File: src/rtl/ps2_pkg.sv
// Shared types for the PS/2 receiver: FSM states, prefix codes and the FIFO entry.
// Entry layout depends on PS2_BREAK_DECODE_EN (adds ext/brk bits when defined).
package ps2_pkg;

  typedef enum logic [1:0] {
    IDLE   = 2'd0,
    DATA   = 2'd1,
    PARITY = 2'd2,
    STOP   = 2'd3
  } ps2_state_e;

  localparam logic [7:0] PS2_PREFIX_BREAK = 8'hF0;
  localparam logic [7:0] PS2_PREFIX_EXT   = 8'hE0;

`ifdef PS2_BREAK_DECODE_EN
  typedef struct packed {
    logic       ext;
    logic       brk;
    logic [7:0] code;
  } ps2_entry_t;
`else
  typedef struct packed {
    logic [7:0] code;
  } ps2_entry_t;
`endif

  // Odd parity: data bits plus parity bit must hold an odd number of ones.
  function automatic logic odd_parity_ok(input logic [7:0] d, input logic p);
    return (^d) ^ p;
  endfunction

endpackage

File: src/rtl/ps2_sync_filter.sv
// Synchronises raw PS/2 clock/data, glitch-filters the clock, emits a falling-edge strobe.
// Latency: SYNC_STAGES + FILTER_LEN cycles from pin to strobe; no backpressure.
module ps2_sync_filter #(
  parameter int SYNC_STAGES = 2,
  parameter int FILTER_LEN  = 4
) (
  input  logic i_clk,
  input  logic i_rst_n,
  input  logic i_ps2_clk,
  input  logic i_ps2_dat,
  output logic o_ps2_dat,
  output logic o_fall_stb
);

  localparam int CW = (FILTER_LEN > 1) ? $clog2(FILTER_LEN) : 1;

  logic [SYNC_STAGES-1:0] r_clk_sync;
  logic [SYNC_STAGES-1:0] r_dat_sync;
  logic [CW-1:0]          r_cnt;
  logic                   r_filt;
  logic                   r_filt_d;
  logic                   w_clk_s;

  assign w_clk_s = r_clk_sync[SYNC_STAGES-1];

  always_ff @(posedge i_clk or negedge i_rst_n) begin
    if (!i_rst_n) begin
      r_clk_sync <= '1;
      r_dat_sync <= '1;
      r_cnt      <= '0;
      r_filt     <= 1'b1;
      r_filt_d   <= 1'b1;
    end else begin
      r_clk_sync <= {r_clk_sync[SYNC_STAGES-2:0], i_ps2_clk};
      r_dat_sync <= {r_dat_sync[SYNC_STAGES-2:0], i_ps2_dat};
      r_filt_d   <= r_filt;
      // The filtered level moves only after FILTER_LEN consecutive disagreeing samples.
      if (w_clk_s == r_filt) begin
        r_cnt <= '0;
      end else if (r_cnt == CW'(FILTER_LEN - 1)) begin
        r_filt <= w_clk_s;
        r_cnt  <= '0;
      end else begin
        r_cnt <= r_cnt + CW'(1);
      end
    end
  end

  assign o_ps2_dat  = r_dat_sync[SYNC_STAGES-1];
  assign o_fall_stb = r_filt_d & ~r_filt;

endmodule

File: src/rtl/ps2_rx_fifo.sv
// PS/2 keyboard receiver feeding a first-word-fall-through scan-code FIFO (PS2_BREAK_DECODE_EN folds F0/E0 prefixes into flags).
// Latency: byte pushed the cycle after the stop-bit strobe; visible one cycle later. Full FIFO drops bytes (sticky overflow).
module ps2_rx_fifo
  import ps2_pkg::*;
#(
  parameter int SYNC_STAGES    = 2,
  parameter int FILTER_LEN     = 4,
  parameter int FIFO_DEPTH     = 8,
  parameter int TIMEOUT_CYCLES = 50000
) (
  input  logic                        clock_fpga,
  input  logic                        reset,
  input  logic                        clock_key,
  input  logic                        data_key,
  input  logic                        rd_en,
  output logic [7:0]                  data_out,
  output logic                        data_valid,
  output logic                        break_flag,
  output logic                        ext_flag,
  output logic                        parity_err,
  output logic                        frame_err,
  output logic                        overflow,
  output logic [$clog2(FIFO_DEPTH):0] fill,
  output logic                        led
);

  localparam int AW = $clog2(FIFO_DEPTH);
  localparam int TW = $clog2(TIMEOUT_CYCLES + 1);

  logic            w_dat;
  logic            w_stb;
  ps2_state_e      r_state, w_state_nxt;
  logic [7:0]      r_shift, w_shift_nxt;
  logic [2:0]      r_bit_cnt, w_bit_cnt_nxt;
  logic            r_par, w_par_nxt;
  logic [TW-1:0]   r_to_cnt;
  logic            w_timeout;
  logic            w_accept, w_par_err, w_frm_err;
  logic            r_acc_vld;
  logic [7:0]      r_acc_dat;
  logic            r_par_err, r_frm_err;
  logic            w_push;
  ps2_entry_t      w_push_entry;

  ps2_sync_filter #(
    .SYNC_STAGES (SYNC_STAGES),
    .FILTER_LEN  (FILTER_LEN)
  ) u_sync_filter (
    .i_clk      (clock_fpga),
    .i_rst_n    (reset),
    .i_ps2_clk  (clock_key),
    .i_ps2_dat  (data_key),
    .o_ps2_dat  (w_dat),
    .o_fall_stb (w_stb)
  );

  assign w_timeout = (r_state != IDLE) && !w_stb &&
                     (r_to_cnt == TW'(TIMEOUT_CYCLES - 1));

  always_comb begin
    w_state_nxt   = r_state;
    w_shift_nxt   = r_shift;
    w_bit_cnt_nxt = r_bit_cnt;
    w_par_nxt     = r_par;
    w_accept      = 1'b0;
    w_par_err     = 1'b0;
    w_frm_err     = 1'b0;
    if (w_timeout) begin
      w_state_nxt   = IDLE;
      w_frm_err     = 1'b1;
      w_shift_nxt   = '0;
      w_bit_cnt_nxt = '0;
    end else if (w_stb) begin
      case (r_state)
        IDLE: begin
          if (!w_dat) begin
            w_state_nxt   = DATA;
            w_bit_cnt_nxt = '0;
          end else begin
            w_frm_err = 1'b1;
          end
        end
        DATA: begin
          w_shift_nxt   = {w_dat, r_shift[7:1]};
          w_bit_cnt_nxt = r_bit_cnt + 3'd1;
          if (r_bit_cnt == 3'd7) w_state_nxt = PARITY;
        end
        PARITY: begin
          w_par_nxt   = w_dat;
          w_state_nxt = STOP;
        end
        STOP: begin
          w_state_nxt = IDLE;
          if (!w_dat)                            w_frm_err = 1'b1;
          else if (odd_parity_ok(r_shift, r_par)) w_accept  = 1'b1;
          else                                   w_par_err = 1'b1;
        end
        default: w_state_nxt = IDLE;
      endcase
    end
  end

  always_ff @(posedge clock_fpga or negedge reset) begin
    if (!reset) begin
      r_state   <= IDLE;
      r_shift   <= '0;
      r_bit_cnt <= '0;
      r_par     <= 1'b0;
      r_to_cnt  <= '0;
      r_acc_vld <= 1'b0;
      r_acc_dat <= '0;
      r_par_err <= 1'b0;
      r_frm_err <= 1'b0;
    end else begin
      r_state   <= w_state_nxt;
      r_shift   <= w_shift_nxt;
      r_bit_cnt <= w_bit_cnt_nxt;
      r_par     <= w_par_nxt;
      r_to_cnt  <= (r_state == IDLE || w_stb) ? '0 : r_to_cnt + TW'(1);
      r_acc_vld <= w_accept;
      r_acc_dat <= r_shift;
      r_par_err <= w_par_err;
      r_frm_err <= w_frm_err;
    end
  end

`ifdef PS2_BREAK_DECODE_EN
  logic r_pend_brk, r_pend_ext;

  always_ff @(posedge clock_fpga or negedge reset) begin
    if (!reset) begin
      r_pend_brk <= 1'b0;
      r_pend_ext <= 1'b0;
    end else if (r_par_err || r_frm_err) begin
      r_pend_brk <= 1'b0;
      r_pend_ext <= 1'b0;
    end else if (r_acc_vld) begin
      if (r_acc_dat == PS2_PREFIX_BREAK)    r_pend_brk <= 1'b1;
      else if (r_acc_dat == PS2_PREFIX_EXT) r_pend_ext <= 1'b1;
      else begin
        r_pend_brk <= 1'b0;
        r_pend_ext <= 1'b0;
      end
    end
  end

  assign w_push = r_acc_vld && (r_acc_dat != PS2_PREFIX_BREAK) &&
                  (r_acc_dat != PS2_PREFIX_EXT);
  assign w_push_entry = '{ext: r_pend_ext, brk: r_pend_brk, code: r_acc_dat};
`else
  assign w_push       = r_acc_vld;
  assign w_push_entry = '{code: r_acc_dat};
`endif

  logic [AW-1:0] r_wr_ptr, r_rd_ptr;
  logic [AW:0]   r_count;
  logic          r_ovf;
  ps2_entry_t    r_mem [FIFO_DEPTH];
  ps2_entry_t    w_head;
  logic          w_empty, w_full, w_pop, w_wr;

  assign w_empty = (r_count == '0);
  assign w_full  = (r_count == (AW+1)'(FIFO_DEPTH));
  assign w_pop   = rd_en && !w_empty;
  // A pop in the same cycle frees the head slot, so a full FIFO can still accept.
  assign w_wr    = w_push && (!w_full || w_pop);

  always_ff @(posedge clock_fpga) begin
    if (w_wr) r_mem[r_wr_ptr] <= w_push_entry;
  end

  always_ff @(posedge clock_fpga or negedge reset) begin
    if (!reset) begin
      r_wr_ptr <= '0;
      r_rd_ptr <= '0;
      r_count  <= '0;
      r_ovf    <= 1'b0;
    end else begin
      if (w_wr)  r_wr_ptr <= r_wr_ptr + AW'(1);
      if (w_pop) r_rd_ptr <= r_rd_ptr + AW'(1);
      case ({w_wr, w_pop})
        2'b10:   r_count <= r_count + (AW+1)'(1);
        2'b01:   r_count <= r_count - (AW+1)'(1);
        default: r_count <= r_count;
      endcase
      if (w_push && !w_wr) r_ovf <= 1'b1;
    end
  end

  assign w_head     = r_mem[r_rd_ptr];
  assign data_valid = !w_empty;
  assign data_out   = data_valid ? w_head.code : 8'h00;
`ifdef PS2_BREAK_DECODE_EN
  assign break_flag = data_valid & w_head.brk;
  assign ext_flag   = data_valid & w_head.ext;
`else
  assign break_flag = 1'b0;
  assign ext_flag   = 1'b0;
`endif
  assign parity_err = r_par_err;
  assign frame_err  = r_frm_err;
  assign overflow   = r_ovf;
  assign fill       = r_count;
  assign led        = data_valid;

endmodule

File: config.mk
export PLATFORM = sky130hd
export DESIGN_NAME = ps2_rx_fifo
export DESIGN_NICKNAME = d
export VERILOG_FILES = /design/src/rtl/ps2_pkg.sv /design/src/rtl/ps2_sync_filter.sv /design/src/rtl/ps2_rx_fifo.sv
export SDC_FILE = /design/constraint.sdc
export NUM_CORES = 1
export LEC_CHECK = 0
export CAP_MARGIN = 40
export CORE_AREA = 2 2 112 114
export CTS_BUF_LIST = sky130_fd_sc_hd__clkbuf_4 sky130_fd_sc_hd__clkbuf_8
export DETAILED_ROUTE_END_ITERATION = 10
export DIE_AREA = 0 0 114 116
export HOLD_SLACK_MARGIN = 0.03
export PLACE_DENSITY_LB_ADDON = 0.25
export SLEW_MARGIN = 15
export SYNTH_ARGS = -nofsm -noshare
export SYNTH_HDL_FRONTEND = slang
export SYNTH_SLANG_ARGS = --single-unit
export TNS_END_PERCENT = 30
File: constraint.sdc
create_clock -name clock_fpga -period 6.5 [get_ports clock_fpga]
set_input_delay 0.65 -clock clock_fpga [delete_from_list [all_inputs] [get_ports clock_fpga]]
set_output_delay 0.65 -clock clock_fpga [all_outputs]
set_load 0.05 [all_outputs]
==> results.md, run 1 <==
* Initial Utilization at 0.4426
* Status: finished, final reports clean
* Die height at between 100 and 150 um
* Cells after synthesis at roughly 360
* Worst R2R End: r_bit_cnt[1]$_DFFE_PN0P_
* Routed vias at 2841
* Pleak at 2.463 nW
* CTS tree: yes
* Grt ovf at 0
* Setup slack, reg-to-reg at roughly 4 ns
* Critical Path Sink Type: output pin
* Worst-case reg-to-reg path depth at 5
* Core Area at 11910 um2
* Share of total power in sequential cells at 0.405
* FF-to-FF Start: r_state[0]$_DFFE_PN0P_
* RSZ-0062 raised after global routing: false
* Sequential fraction of the synthesis area at 0.6507
* Htree depth at 4
* Via density per instance at slightly above 5
* Worst EP required at 5.85 ns
* # DRC at 0
* Fill cells at 997
* Net Switching at approximately 0.93 mW
* Worst Setup EP: data_out[4]
* Final ANT Viol Nets at 0
* Final Setup Violations at 0
* Iter 0 DRT Violations at 184
* Final slew viol count at 0
* Final worst path period share at 0.5313
* Synth top area cells: edfxtp_1, dfrtp_1, mux4_2, mux2i_1, ha_1
* Drt total wl at slightly below 9000 um
* Clock Tree Buf Depth at 2
* Maximum vdd ir drop at 0.0003241 V
* Setup_tns at 0 ns
* Setup Buffers After CTS at 0
* Ratio of cells with drive above 1 in the final layout at 0.1921
* Power per Cell Area at around 450 nW/um2
* Worst Max-Slew Pin Slew at about 0.81 ns
* Vias in the first global route at slightly below 3000
* Global-route wire length before repair at 14880 um
* Inserted Diodes at 0
* Clock network fraction of design power at 0.291
* Critical path class: reg -> out
* CTS root buf: clkbuf_8
* Initial DRT Pass Iterations at 4
* Drt wl/cell at 16.09 um
* Synth warn at 0
* Clock Pin Slew Worst Setup and Hold Paths at approximately 0.070 ns
* IO Pins at 24
* Crit Path Max Fanout at 10
* Worst min-delay path class: in -> async
* Gate power share at 0.304
* Switching Share at 0.3321
* Placer Congestion at just under 0.8
* Worst clock skew at about 0.011 ns
* DP HPWL at a little under 6000 um
* Startpoint types: flip-flop
* Mapped Avg Cell Area at around 15 um2
* Clk sink count at between 100 and 150
* Post-CTS Hold Buffers at 0
* Die width at about 110 um
* Area leader, netlist: edfxtp_1
* Fin area at 6178 um2
* Final Hold Vio Count at 0
* Internal power at around 1.9 mW
* Antenna violations before repair at 0
* # rows at 40
* Total die area at 13220 um2
* Peak Freq at roughly 290 MHz
* Worst setup startpoint: r_rd_ptr[0]$_DFFE_PN0N_
* Min Tclk post-route at 3.453 ns
* Synthesis-stage register bit count at approximately 120
* Synthesized area at ~5300 um2
* Max-capacitance violation count at 0
* Relative slew slack at 0.4576
* CP arrival at between 2 and 3 ns
* Nets@finish at approximately 400
* FF/Latch Area at about 3400 um2
* Multi-input gate area at approximately 1700 um2
* Clock latency at the later pin of the worst-skew pair at 0.44 ns
* Total GRT Usage at 0.1508
* Pin count of the biggest net entering global routing at 61
* Clock buffers created by TritonCTS at 17
* Cts repair resizes at 0
* Synth top area share at 0.3645
* Port-buffer cells at 21
* Netlist cell types at slightly below 50
* DP Area at between 5000 and 6000 um2
* Area grow syn2layout at 17.18%
## layout by cell type, fill, tap and decap left out, types with 3 or more instances in the layout
master and count:
and2_1 3, dfstp_2 6, dfrtp_1 54, nor2b_1 4
ha_1 13, nand2b_1 7, nand4_1 5, nor3_1 3
mux2_2 6, mux4_2 16, a21o_1 3, nand2_1 15
bufinv_16 6, mux2i_1 17, or3_1 3, inv_1 9
nor2_1 39, xnor2_1 15, xor2_1 9, o21ai_0 6
nand3_1 9, edfxtp_1 64, a21oi_1 7, clkbuf_8 18
buf_4 9, clkdlybuf4s50_1 20, clkinv_4 5
## cell usage after synthesis (all sizes together)
library cell and number:
a21o 3, a21oi 7, a22oi 2, and2 3, and3 1, and4 2
buf 9, clkbuf 4, conb 1, dfrtp 54, dfstp 6, edfxtp 64
fa 1, ha 13, inv 9, mux2 6, mux2i 17, mux4 16
nand2 15, nand2b 7, nand3 9, nand3b 2, nand4 5, nand4bb 1
nor2 40, nor2b 4, nor3 5, nor4 3, nor4b 1, o211ai 1
o21a 1, o21ai 6, o21bai 1, o2bb2ai 1, o31ai 2, o41ai 1
or2 2, or3 4, or4 1, xnor2 15, xnor3 1, xor2 9
## layer usage
metal / global-route usage / routed length (um)
met1: 0.1894 / 3992
met2: 0.2468 / 4458
met3: 0.04446 / 318
met4: 0.06341 / 126
met5: 0 / 0
## worst max-delay path, cell delays in order (launching register included)
cell,delay [ns]
dfrtp_1,0.72
buf_16,0.22
mux4_2,0.50
mux2i_1,0.14
nor2_1,0.06
clkdlybuf4s50_1,0.72
## how the worst min path moves through the flow
stage | from | end | slack (ns) | cells after the start
6_report | reset | r_to_cnt[9]$_DFF_PN0_ | 0.36 | 2
5_1_grt | u_sync_filter.r_clk_sync[0]$_DFF_PN1_ | u_sync_filter.r_clk_sync[1]$_DFF_PN1_ | 0.36 | 0
4_1_cts | u_sync_filter.r_clk_sync[0]$_DFF_PN1_ | u_sync_filter.r_clk_sync[1]$_DFF_PN1_ | 0.36 | 0
3_5_place_dp | u_sync_filter.r_clk_sync[0]$_DFF_PN1_ | u_sync_filter.r_clk_sync[1]$_DFF_PN1_ | 0.35 | 0
3_3_place_gp | u_sync_filter.r_clk_sync[0]$_DFF_PN1_ | u_sync_filter.r_clk_sync[1]$_DFF_PN1_ | 0.35 | 0
2_1_floorplan | reset | fill[0]$_DFFE_PN0P_ | 0.35 | 0
## power groups by stage
stage	clock [mW]	sequential (mW)	combinational [mW]
after floorplan	0	1.11	0.653
after global placement	0	1.15	0.804
after detailed placement	0	1.15	0.854
after CTS	0.832	1.13	0.860
after global routing	0.864	1.15	0.926
final	0.813	1.13	0.849
## per-stage QoR
| step | setup slack, ns | util | cells | hold WS [ns] | power, mW |
|---|---|---|---|---|---|
| 2_1_floorplan | 3.931 | - | 356 | 0.3452 | 1.764 |
| 6_report | 3.047 | 0.5187 | 553 | 0.3566 | 2.791 |
| 3_3_place_gp | 3.172 | 0.4700 | 512 | 0.3463 | 1.958 |
| 5_1_grt | 2.870 | 0.5187 | 553 | 0.3635 | 2.943 |
| 3_5_place_dp | 3.459 | 0.4767 | 520 | 0.3481 | 2.000 |
| 4_1_cts | 2.970 | 0.5181 | 552 | 0.3584 | 2.824 |
## cell type report
type                    count  share of cell area
repair buffers             31             0.04860
well taps                 147             0.02977
multi-input cells         210              0.2811
clock inverters            13             0.03848
inverters                   9            0.005468
flip-flops and latches    124              0.5553
clock buffers              19             0.04131
## registers in the layout (all words and copies together) (netlist names), 2 cells and up
| register | cells |
|---|---|
| u_sync_filter.r_dat_sync | 2 |
| r_shift | 8 |
| r_rd_ptr | 3 |
| r_to_cnt | 16 |
| r_acc_dat | 8 |
| r_wr_ptr | 3 |
| r_bit_cnt | 3 |
| r_state | 2 |
| r_mem | 64 |
| u_sync_filter.r_cnt | 2 |
| fill | 4 |
| u_sync_filter.r_clk_sync | 2 |
## kinds of logic after synthesis
kind of cell / after synthesis / synth area share
xor gates and xnor gates: 25 / 0.04414
and+or+nand+nor: 105 / 0.1025
muxes: 39 / 0.1134
DFF: 124 / 0.6507
buffers and inverters: 22 / 0.02254
AOI/OAI and AO/OA: 25 / 0.03132
other: 1 / 0.0007112
adders and majority gates: 14 / 0.03465
(Power assumes the default switching activity.)
==> inputs of run 2 (changes only) <==
==> constraint.sdc (replaced) <==
create_clock -name clock_fpga -period 3.1 [get_ports clock_fpga]
set_input_delay 0.31 -clock clock_fpga [delete_from_list [all_inputs] [get_ports clock_fpga]]
set_output_delay 0.31 -clock clock_fpga [all_outputs]
set_load 0.05 [all_outputs]
==> results.md, run 2 (synthesis gave the netlist of run 1 again) <==
* Max FFs per register at 64
* Via density per instance at 5.088
* Startpoint types: flip-flop
* Htree depth at 4
* Commonest non-fill, non-tap cell in the layout: edfxtp_1
* Clk sink count at 124
* Worst Max-Slew Pin Slew at approximately 0.8 ns
* Clock network fraction of design power at 0.253
* Inserted Diodes at 0
* Final instance count without filler cells at ~560
* M1 GR Usage at 0.1835
* GR Util met3 at 0.04079
* Peak Freq at roughly 340 MHz
* Initial DRT Pass Iterations at 4
* CTS root buf: clkbuf_8
* Share of total power in sequential cells at 0.424
* CTS tree: yes
* Final worst path period share at 0.9568
* Setup Buffers After CTS at 0
* Cell chain of the critical path: mux4_2 > mux2i_1 > nor2_1 > clkdlybuf4s50_1
* Critical path class: reg -> out
* Core Area at 11910 um2
* Fill cells at slightly above 1000
* Pleak at ~2.4 nW
* Ratio of cells with drive above 1 in the final layout at 0.1863
* Relative slew slack at 0.4686
* Die height at between 100 and 150 um
* Status: finished, final reports clean
* RSZ-0062 raised after global routing: false
* Port-buffer cells at 21
* Clock Tree Buf Depth at 2
* Worst min-delay path class: in -> reg
* GR Util met2 at 0.2198
* Worst EP required at 2.79 ns
* CP arrival at around 2.7 ns
* Antenna violations before repair at 0
* Commonest cells after routing, fill and taps aside: edfxtp_1, dfrtp_1, nor2_1
* Nets@finish at 414
* Internal power at between 3 and 4 mW
* Drt wl/cell at approximately 15 um
* Iter 0 DRT Violations at about 150
* Worst clock skew at slightly above 0.007 ns
* Net Switching at between 1.5 and 2 mW
* Die width at ~110 um
* Gate power share at 0.323
* Gr busiest metal: met2
* Routed vias at 2824
* Final Hold Vio Count at 0
* Clock latency at the later pin of the worst-skew pair at roughly 0.44 ns
* Power per Cell Area at 901.9 nW/um2
* IO Pins at 24
* Vias in the first global route at a little under 3000
* # rows at 40
* DP HPWL at ~5800 um
* Max-capacitance violation count at 0
* Min Tclk post-route at 2.966 ns
* Total GRT Usage at 0.1419
* Worst path max stage delay at between 0.8 and 0.9 ns
* Area grow syn2layout at 15.52%
* # DRC at 0
* Critical Path Sink Type: output pin
* Post-CTS Hold Buffers at 1
* Total die area at about 13000 um2
* Largest regs: r_mem: 64 flops, r_to_cnt: 16 flops
* Placer Congestion at about 0.78
* Clock buffers created by TritonCTS at 17
* Pin count of the biggest net entering global routing at 24
* Maximum vdd ir drop at between 0.0003 and 0.0004 V
* Final ANT Viol Nets at 0
* DP Cell Count at ~520
* Setup_tns at 0 ns
* Largest reg by FF count: r_mem
* Initial Utilization at 0.4426
* Global-route wire length before repair at around 14000 um
* Cts repair resizes at 0
* Final Setup Violations at 0
* Drt total wl at around 8500 um
* Critical path's slowest cell: dfrtp_1
* Switching Share at 0.3555
* Grt ovf at 0
* Crit Path Max Fanout at 18
* Clock Pin Slew Worst Setup and Hold Paths at roughly 0.070 ns
* Final slew viol count at 0
run 2: cell types whose count changed in the layout (fill, tap and decap cells not counted):
cell	change
buf_4	+1
bufinv_16	-4
clkbuf_4	-1
clkbuf_8	-1
clkinv_1	+1
clkinv_2	-1
clkinv_4	-1
clkinvlp_4	+4
dlygate4sd3_1	+1
inv_6	+3
nor3_1	+2
nor3_2	-2
run 2: worst paths after layout:
kind	startpoint	end	slack, ns	cells past startpoint
worst min register to register	u_sync_filter.r_dat_sync[0]$_DFF_PN1_	u_sync_filter.r_dat_sync[1]$_DFF_PN1_	0.36	0
worst min-delay path	clock_key	u_sync_filter.r_clk_sync[0]$_DFF_PN1_	0.28	1
max in group asynchronous	reset	r_acc_dat[3]$_DFF_PN0_	2.09	4
min in group asynchronous	reset	r_to_cnt[9]$_DFF_PN0_	0.34	2
worst max-delay path	r_rd_ptr[1]$_DFFE_PN0N_	data_out[3]	0.13	4
worst max register to register	r_state[0]$_DFFE_PN0P_	r_bit_cnt[1]$_DFFE_PN0P_	0.72	5
run 2: stage by stage:
step	setup WS (ns)	hold slack, ns	util	power (mW)	cell area (um2)
floorplan	0.6854	0.01441	-	3.699	5276
detailed placement	0.5829	0.2782	0.4771	4.163	5683
CTS	0.09723	0.2470	0.5113	5.568	6091
finish	0.1339	0.2764	0.5113	5.493	6091
global route	0.02835	0.2525	0.5113	5.815	6091
global placement	0.6468	0.3453	0.4748	4.102	5655
run 2: routing by layer:
layer  part of all wire  vias to the layer above  wire length [um]
met4              0.021                        0               176
met5                  0                        -                 0
met2               0.47                       49              3962
li1                   -                     1367                 -
met3              0.036                       14               306
met1               0.48                     1394              4041
run 2: power by group through the flow:
| stage | logic, mW | clock network, mW | registers, mW |
|---|---|---|---|
| after detailed placement | 1.80 | 0 | 2.36 |
| after floorplan | 1.37 | 0 | 2.33 |
| after CTS | 1.81 | 1.43 | 2.33 |
| final | 1.78 | 1.39 | 2.33 |
| after global routing | 1.94 | 1.51 | 2.37 |
| after global placement | 1.76 | 0 | 2.34 |
run 2: area by class of cell:
class,count,area [um2],area share
flip-flops and latches,124,3431,0.5633
multi-input cells,210,1727,0.2835
repair buffers,33,317.8,0.05218
clock buffers,17,234.0,0.03841
well taps,147,183.9,0.03020
clock inverters,15,163.9,0.02691
inverters,9,33.78,0.005546
run 2: critical path: cells and delay by family, from the launching register on:
kind                   cells  cell delay [ns]
muxes                      2             0.42
and+or+nand+nor            1             0.12
buffers and inverters      1             0.81
DFF                        1             0.86
==> inputs of run 3 (changes only) <==
--- a/config.mk
+++ b/config.mk
@@ -8,6 +8,7 @@
 export CAP_MARGIN = 40
 export CORE_AREA = 2 2 112 114
 export CTS_BUF_LIST = sky130_fd_sc_hd__clkbuf_4 sky130_fd_sc_hd__clkbuf_8
+export CTS_CLUSTER_DIAMETER = 80
 export DETAILED_ROUTE_END_ITERATION = 10
 export DIE_AREA = 0 0 114 116
 export HOLD_SLACK_MARGIN = 0.03
==> results of run 3 <==
The final DEF is identical to that of run 2; final timing and power are the same.
